--- src/rtl/noc_inj_pkg.sv ---
// noc_inj_pkg: shared flit width, scheduler state encoding and index helper
package noc_inj_pkg;

    localparam int FLIT_W = 20;

    typedef enum logic [2:0] {IDLE, SELECT, ARM, STREAM, WAIT, DRAIN, DONE} sched_state_t;

    function automatic int wrap_inc(input int v, input int n);
        return (v + 1 == n) ? 0 : v + 1;
    endfunction

endpackage

--- src/rtl/inj_out_fifo.sv ---
// inj_out_fifo: small synchronous FIFO with occupancy count; pop is ignored when empty
module inj_out_fifo
    import noc_inj_pkg::*;
#(
    parameter int WIDTH = FLIT_W,
    parameter int DEPTH = 2
) (
    input  logic                     clk,
    input  logic                     rst,
    input  logic                     push,
    input  logic [WIDTH-1:0]         push_data,
    input  logic                     pop,
    output logic [WIDTH-1:0]         pop_data,
    output logic                     valid,
    output logic [$clog2(DEPTH):0]   count
);

    localparam int AW = $clog2(DEPTH);
    localparam int CW = AW + 1;

    logic [WIDTH-1:0] mem [DEPTH];
    logic [AW-1:0]    rd_ptr, wr_ptr;
    logic             full, do_push, do_pop;

    assign valid    = count != '0;
    assign full     = count == CW'(DEPTH);
    assign do_pop   = pop && valid;
    assign do_push  = push && (!full || do_pop);
    assign pop_data = mem[rd_ptr];

    always_ff @(posedge clk or negedge rst)
        if (!rst) begin
            for (int i = 0; i < DEPTH; i++) mem[i] <= '0;
            rd_ptr <= '0;
            wr_ptr <= '0;
            count  <= '0;
        end else begin
            if (do_push) begin
                mem[wr_ptr] <= push_data;
                wr_ptr      <= wr_ptr + AW'(1);
            end
            if (do_pop) rd_ptr <= rd_ptr + AW'(1);
            count <= count + CW'(do_push) - CW'(do_pop);
        end

endmodule

--- src/rtl/inj_burst_scheduler.sv ---
// inj_burst_scheduler: round-robin burst sequencing of NUM_SRC ROM injectors
// onto one output stream through a credit-checked output FIFO.
module inj_burst_scheduler
    import noc_inj_pkg::*;
#(
    parameter int NUM_SRC        = 4,
    parameter int WIDTH          = FLIT_W,
    parameter int SRC_DEPTH      = 30,
    parameter int BURST_LEN      = 8,
    parameter int OUT_FIFO_DEPTH = 2
) (
    input  logic                       clk,
    input  logic                       rst,
    input  logic                       start,
    output logic [NUM_SRC-1:0]         src_enable,
    input  logic [NUM_SRC*WIDTH-1:0]   src_data,
    input  logic [NUM_SRC-1:0]         src_valid,
    output logic [WIDTH-1:0]           out_data,
    output logic                       out_valid,
    input  logic                       out_ready,
    output logic [$clog2(NUM_SRC)-1:0] cur_src,
    output logic                       busy,
    output logic                       all_done,
    output logic                       proto_err
);

    localparam int SW = $clog2(NUM_SRC);
    localparam int CW = $clog2(SRC_DEPTH + 1);
    localparam int BW = $clog2(BURST_LEN + 1);
    localparam int FW = $clog2(OUT_FIFO_DEPTH) + 1;

    sched_state_t     state;
    logic [SW-1:0]    ptr, sel_idx;
    logic             sel_found;
    logic [BW-1:0]    issued;
    logic [CW-1:0]    issued_total [NUM_SRC];
    logic [CW-1:0]    accepted     [NUM_SRC];
    logic [NUM_SRC-1:0] armed, exhausted, grant_oh;
    logic             inflight, issue, push, spurious, burst_end;
    logic [FW-1:0]    fifo_count;

    for (genvar i = 0; i < NUM_SRC; i++) begin : g_exh
        assign exhausted[i] = int'(accepted[i]) == SRC_DEPTH;
    end

    // Credit counts the word already in flight so a landing push can never overflow.
    assign grant_oh   = NUM_SRC'(1) << cur_src;
    assign issue      = state == STREAM
                        && int'(fifo_count) + int'(inflight) < OUT_FIFO_DEPTH
                        && int'(issued) < BURST_LEN
                        && int'(issued_total[cur_src]) < SRC_DEPTH;
    assign burst_end  = int'(issued) + int'(issue) == BURST_LEN
                        || int'(issued_total[cur_src]) + int'(issue) == SRC_DEPTH;
    assign src_enable = (state == ARM || issue) ? grant_oh : '0;
    assign push       = src_valid[cur_src] && inflight;
    assign spurious   = |(src_valid & ~grant_oh) || (src_valid[cur_src] && !inflight);
    assign busy       = !(state inside {IDLE, DONE});

    // Iterate backwards so the last hit is the first candidate at or after ptr.
    always_comb begin
        sel_found = 1'b0;
        sel_idx   = ptr;
        for (int k = NUM_SRC - 1; k >= 0; k--)
            if (!exhausted[(int'(ptr) + k) % NUM_SRC]) begin
                sel_found = 1'b1;
                sel_idx   = SW'((int'(ptr) + k) % NUM_SRC);
            end
    end

    always_ff @(posedge clk or negedge rst)
        if (!rst) begin
            state     <= IDLE;
            ptr       <= '0;
            cur_src   <= '0;
            issued    <= '0;
            armed     <= '0;
            inflight  <= 1'b0;
            proto_err <= 1'b0;
            all_done  <= 1'b0;
            for (int i = 0; i < NUM_SRC; i++) begin
                issued_total[i] <= '0;
                accepted[i]     <= '0;
            end
        end else begin
            if (spurious) proto_err <= 1'b1;
            if (push) accepted[cur_src] <= accepted[cur_src] + CW'(1);
            if (issue) begin
                inflight              <= 1'b1;
                issued                <= issued + BW'(1);
                issued_total[cur_src] <= issued_total[cur_src] + CW'(1);
            end else if (push) begin
                inflight <= 1'b0;
            end
            case (state)
                IDLE:   if (start) state <= SELECT;
                SELECT: if (!sel_found) state <= DRAIN;
                        else begin
                            cur_src <= sel_idx;
                            issued  <= '0;
                            state   <= armed[sel_idx] ? STREAM : ARM;
                        end
                ARM: begin
                    armed[cur_src] <= 1'b1;
                    state          <= STREAM;
                end
                STREAM: if (burst_end) state <= WAIT;
                WAIT:   if (!inflight) begin
                            ptr   <= SW'(wrap_inc(int'(cur_src), NUM_SRC));
                            state <= SELECT;
                        end
                DRAIN:  if (!out_valid) begin
                            all_done <= 1'b1;
                            state    <= DONE;
                        end
                default: ;
            endcase
        end

    inj_out_fifo #(.WIDTH(WIDTH), .DEPTH(OUT_FIFO_DEPTH)) u_fifo (
        .clk       (clk),
        .rst       (rst),
        .push      (push),
        .push_data (src_data[int'(cur_src)*WIDTH +: WIDTH]),
        .pop       (out_ready),
        .pop_data  (out_data),
        .valid     (out_valid),
        .count     (fifo_count)
    );

endmodule

--- config.mk ---
export PLATFORM = sky130hd
export DESIGN_NAME = inj_burst_scheduler
export DESIGN_NICKNAME = d
export VERILOG_FILES = /design/src/rtl/noc_inj_pkg.sv /design/src/rtl/inj_out_fifo.sv /design/src/rtl/inj_burst_scheduler.sv
export SDC_FILE = /design/constraint.sdc
export NUM_CORES = 1
export LEC_CHECK = 0
export BUFFER_PORTS_ARGS = -buffer_cell sky130_fd_sc_hd__clkbuf_2
export CAP_MARGIN = 20
export CORE_MARGIN = 3
export CORE_UTILIZATION = 30
export CTS_CLUSTER_SIZE = 25
export DETAILED_ROUTE_END_ITERATION = 7
export PLACE_DENSITY = 0.47
export SLEW_MARGIN = 30
export SYNTH_ARGS = -nofsm -noshare
export SYNTH_HDL_FRONTEND = slang
export SYNTH_SLANG_ARGS = --single-unit
export TNS_END_PERCENT = 20
--- constraint.sdc ---
create_clock -name clk -period 3.75 [get_ports clk]
set_input_delay 0.375 -clock clk [delete_from_list [all_inputs] [get_ports clk]]
set_output_delay 0.375 -clock clk [all_outputs]
set_load 0.03 [all_outputs]
==> flow_metrics.tcl <==
set metrics [dict create \
    clkTransAtPathRegs_ns 0.07 \
    power.density_nw_per_um2 817 \
    hold_viol 0 \
    drt_iter0_markers 121 \
    slew_headroom_pct 54.8 \
    gp_congestion 0.798 \
    via_per_inst 5.03 \
    worstSetupEndpointType "flip-flop" \
    ff2ff_path_depth 10 \
    syn-instance-count 426 \
    start_util_pct 31.1 \
    cp-start-kind "flip-flop" \
    worst_path_max_delay_cell "mux4_1" \
    grt_pass1_vias 3974 \
    cp-startpoint "cur_src[0]" \
    cts_tree "built" \
    ys_seq_elements 102 \
    fp.dieW_um 144 \
    reg2reg_to "state[2]" \
    io_pins 118 \
    synthTopCellsByArea "dfrtp_1 (45%), mux2_2 (13%), mux4_2 (9.5%), mux2_4 (3.4%), ha_1 (2.9%)" \
    synth_edf_count 0 \
    place_hpwl_um 9680 \
    crit_path_end "state[2]" \
    netlist_area_um2 5680 \
    tightest_slew_ns 0.678 \
    tns_ns 0 \
    grt_pass1_wl_um 21000 \
    async_flop_share_pct 100 \
    postCtsSetupRepairBufs 0 \
    post_cts_resized 0 \
    cts_inserted_buffers 9 \
    outcome "finished, final reports clean" \
    r2r-start "cur_src[0]" \
    synth_top_area_share_pct 45.0 \
    grt_max_degree 72 \
    routed_wl_um 13300 \
    dieArea_um2 20600 \
    drc 0 \
    clock_sinks 102 \
    ys_seq_area_share_pct 45.0 \
    fin_crit_sh_pct 86.6 \
    ir_drop_mv 0.282 \
    nFillCells 1788 \
    hold_buffers 0 \
    wl_per_cell_um 17.1 \
    crit_type "reg2reg" \
    cp_cell_sequence "mux4_1, nand2_2, o2111a_2, buf_4, ha_1, ha_1, nor4b_1, a211oi_1, o21ba_2, a211oi_1" \
    num_antenna_cells 0 \
    fp-row-count 49 \
    worst_ep_arrival_time_ns 3.48 \
    htree_levels 3 \
    r2r_slack_ns 0.50 \
    hold_path_class "in2async" \
    ant_nets 0 \
    finClkSkew_ns 0.0102 \
    rsz0062_at_grt "false" \
    max_freq_mhz 308 \
    synth_nets 527 \
    core_um2 18300 \
    vias 3913 \
    areaGrowthSynthToFinish_pct 20.0 \
    cts_buffer_depth 2 \
    cts-root-buf "clkbuf_16" \
    fin_hold_ws_ns 0.0244 \
    critPathRequiredTime_ns 3.98 \
    p_leak_nw 3.18 \
    drive_gt1_share_pct 47.7 \
    final_nets 645 \
    grt-ovfl-total 0 \
    dr.pass1.iters 7 \
    synthFlopType "dfrtp_1" \
    grt_antenna_before_repair 0 \
    path_max_fanout 11 \
    io_buffers 117 \
    fin_total_pwr_mw 5.57 \
    postSynthAreaPerCell_um2 13.3 \
    yosys.area.top_type "dfrtp_1" \
    die_h_um 144 \
    setup_viol 0 \
    ys_warn_count 0 \
    track_usage_pct 13.0 \
    clk_latency_ns 0.35 \
    report.final.slew_viol_count 0 \
    cpPeakStageDelay_ns 0.71 \
    maxCapViolations 0 \
    ys_types 63 \
    fin_crit_ns 3.25 \
]
placed cells by master, fill, tap and decap left out, types with 3 or more instances in the layout:
cell type and n:
nor3_1 3, mux2_4 13, buf_4 8, mux2_1 10
xnor2_1 6, mux2i_1 3, clkbuf_2 116, nor2_1 16
a211oi_1 6, nand2_8 4, dfrtp_2 3, nor2b_1 6
mux2_2 68, inv_1 14, xor2_1 6, clkbuf_16 9
o21ai_0 19, dfrtp_1 99, nand3_1 4, mux4_2 24
nand3b_1 3, mux4_1 6, clkinv_4 3, nand2_1 35
ha_1 13, a21o_1 5
layer usage:
| metal | GRT usage [%] | part of all wire (%) | vias to the layer above |
|---|---|---|---|
| met5 | 0 | 0 | - |
| met4 | 3.07 | 0.95 | 0 |
| met3 | 3.43 | 6.3 | 7 |
| met2 | 21.4 | 46 | 125 |
| met1 | 17.3 | 46 | 1945 |
| li1 | - | - | 1836 |
where the power goes:
group	leakage [nW]	total (mW)	internal, mW	switching [mW]
Sequential	1.29	1.88	1.52	0.363
Combinational	1.74	2.70	1.25	1.46
Clock	0.155	0.985	0.547	0.438
cells in the mapped netlist, types with 2 or more instances:
cell type  count
mux4_1         6
nand4_1        2
clkbuf_1       8
mux2i_1        3
inv_1         14
a21oi_1        2
dfrtp_1      102
or2_2          2
nand2b_1       2
a21o_1         5
mux2_2        68
o21ai_0       19
mux2_4        13
nor3_1         3
nor2b_1        6
nand2_8        4
and2_1         2
xnor2_1        6
o211ai_1       2
ha_1          13
buf_4          4
a211oi_1       6
nand3b_1       3
nand3_1        4
o32ai_1        2
a2111oi_0      2
xor2_1         6
nor2_1        16
mux2_1        10
nand2_1       35
mux4_2        24
flip-flops by register name (all words and copies together), names as in the netlist:
signal,cells
u_fifo.rd_ptr,1
u_fifo.mem,40
issued_total,20
accepted,20
issued,4
cur_src,2
u_fifo.wr_ptr,1
state,3
ptr,2
proto_err,1
inflight,1
armed,4
all_done,1
u_fifo.count,2
worst min path at each step:
stage              from              to  slack, ns  cells past startpoint
5_1_grt             rst  u_fifo.mem[33]       0.07                      1
2_1_floorplan       rst     accepted[0]       0.08                      0
4_1_cts             rst  u_fifo.mem[33]       0.19                      1
3_3_place_gp   armed[3]        armed[3]       0.43                      2
3_5_place_dp   armed[3]        armed[3]       0.43                      2
6_report            rst  u_fifo.mem[33]       0.02                      1
worst max-delay path: cells and delay by family, from the launching register on:
kind,cells,cell delay (ns)
muxes,1,0.71
buffers and inverters,1,0.29
adders and majority gates,2,0.47
AOI/OAI and AO/OA,4,0.82
DFF,1,0.55
and+or+nand+nor,2,0.28
cell type report:
cell class                      instances  area (um2)  share of cell area (%)
Tap cell                              229         287                    4.20
Multi-Input combinational cell        292        2950                    43.3
Clock buffer                           10         239                    3.51
Sequential cell                       102        2560                    37.5
Clock inverter                          6        76.3                    1.12
Timing Repair Buffer                  125         652                    9.57
Inverter                               14        52.6                   0.771
kinds of logic (layout without fill, tap and decap cells):
kind of cell / Yosys count / in the layout / synth area share [%]
AO/OA/AOI/OAI: 53 / 53 / 6.61
XOR/XNOR: 12 / 12 / 1.85
adder cells (fa/ha/maj): 13 / 13 / 2.87
buffers and inverters: 32 / 155 / 3.04
flip-flops: 102 / 102 / 45.0
multiplexers: 124 / 124 / 31.7
AND/OR/NAND/NOR: 90 / 90 / 8.93
per-stage QoR:
step / worst slack [ns] / cells / area (um2) / utilization (%)
floorplan: 0.522 / 426 / 5680 / -
global placement: 0.623 / 762 / 6490 / 35.5
detailed placement: 0.549 / 762 / 6490 / 35.5
CTS: 0.531 / 778 / 6810 / 37.3
global route: 0.302 / 778 / 6810 / 37.3
finish: 0.502 / 778 / 6810 / 37.3
No activity file was read; power rests on OpenSTA's default activity.
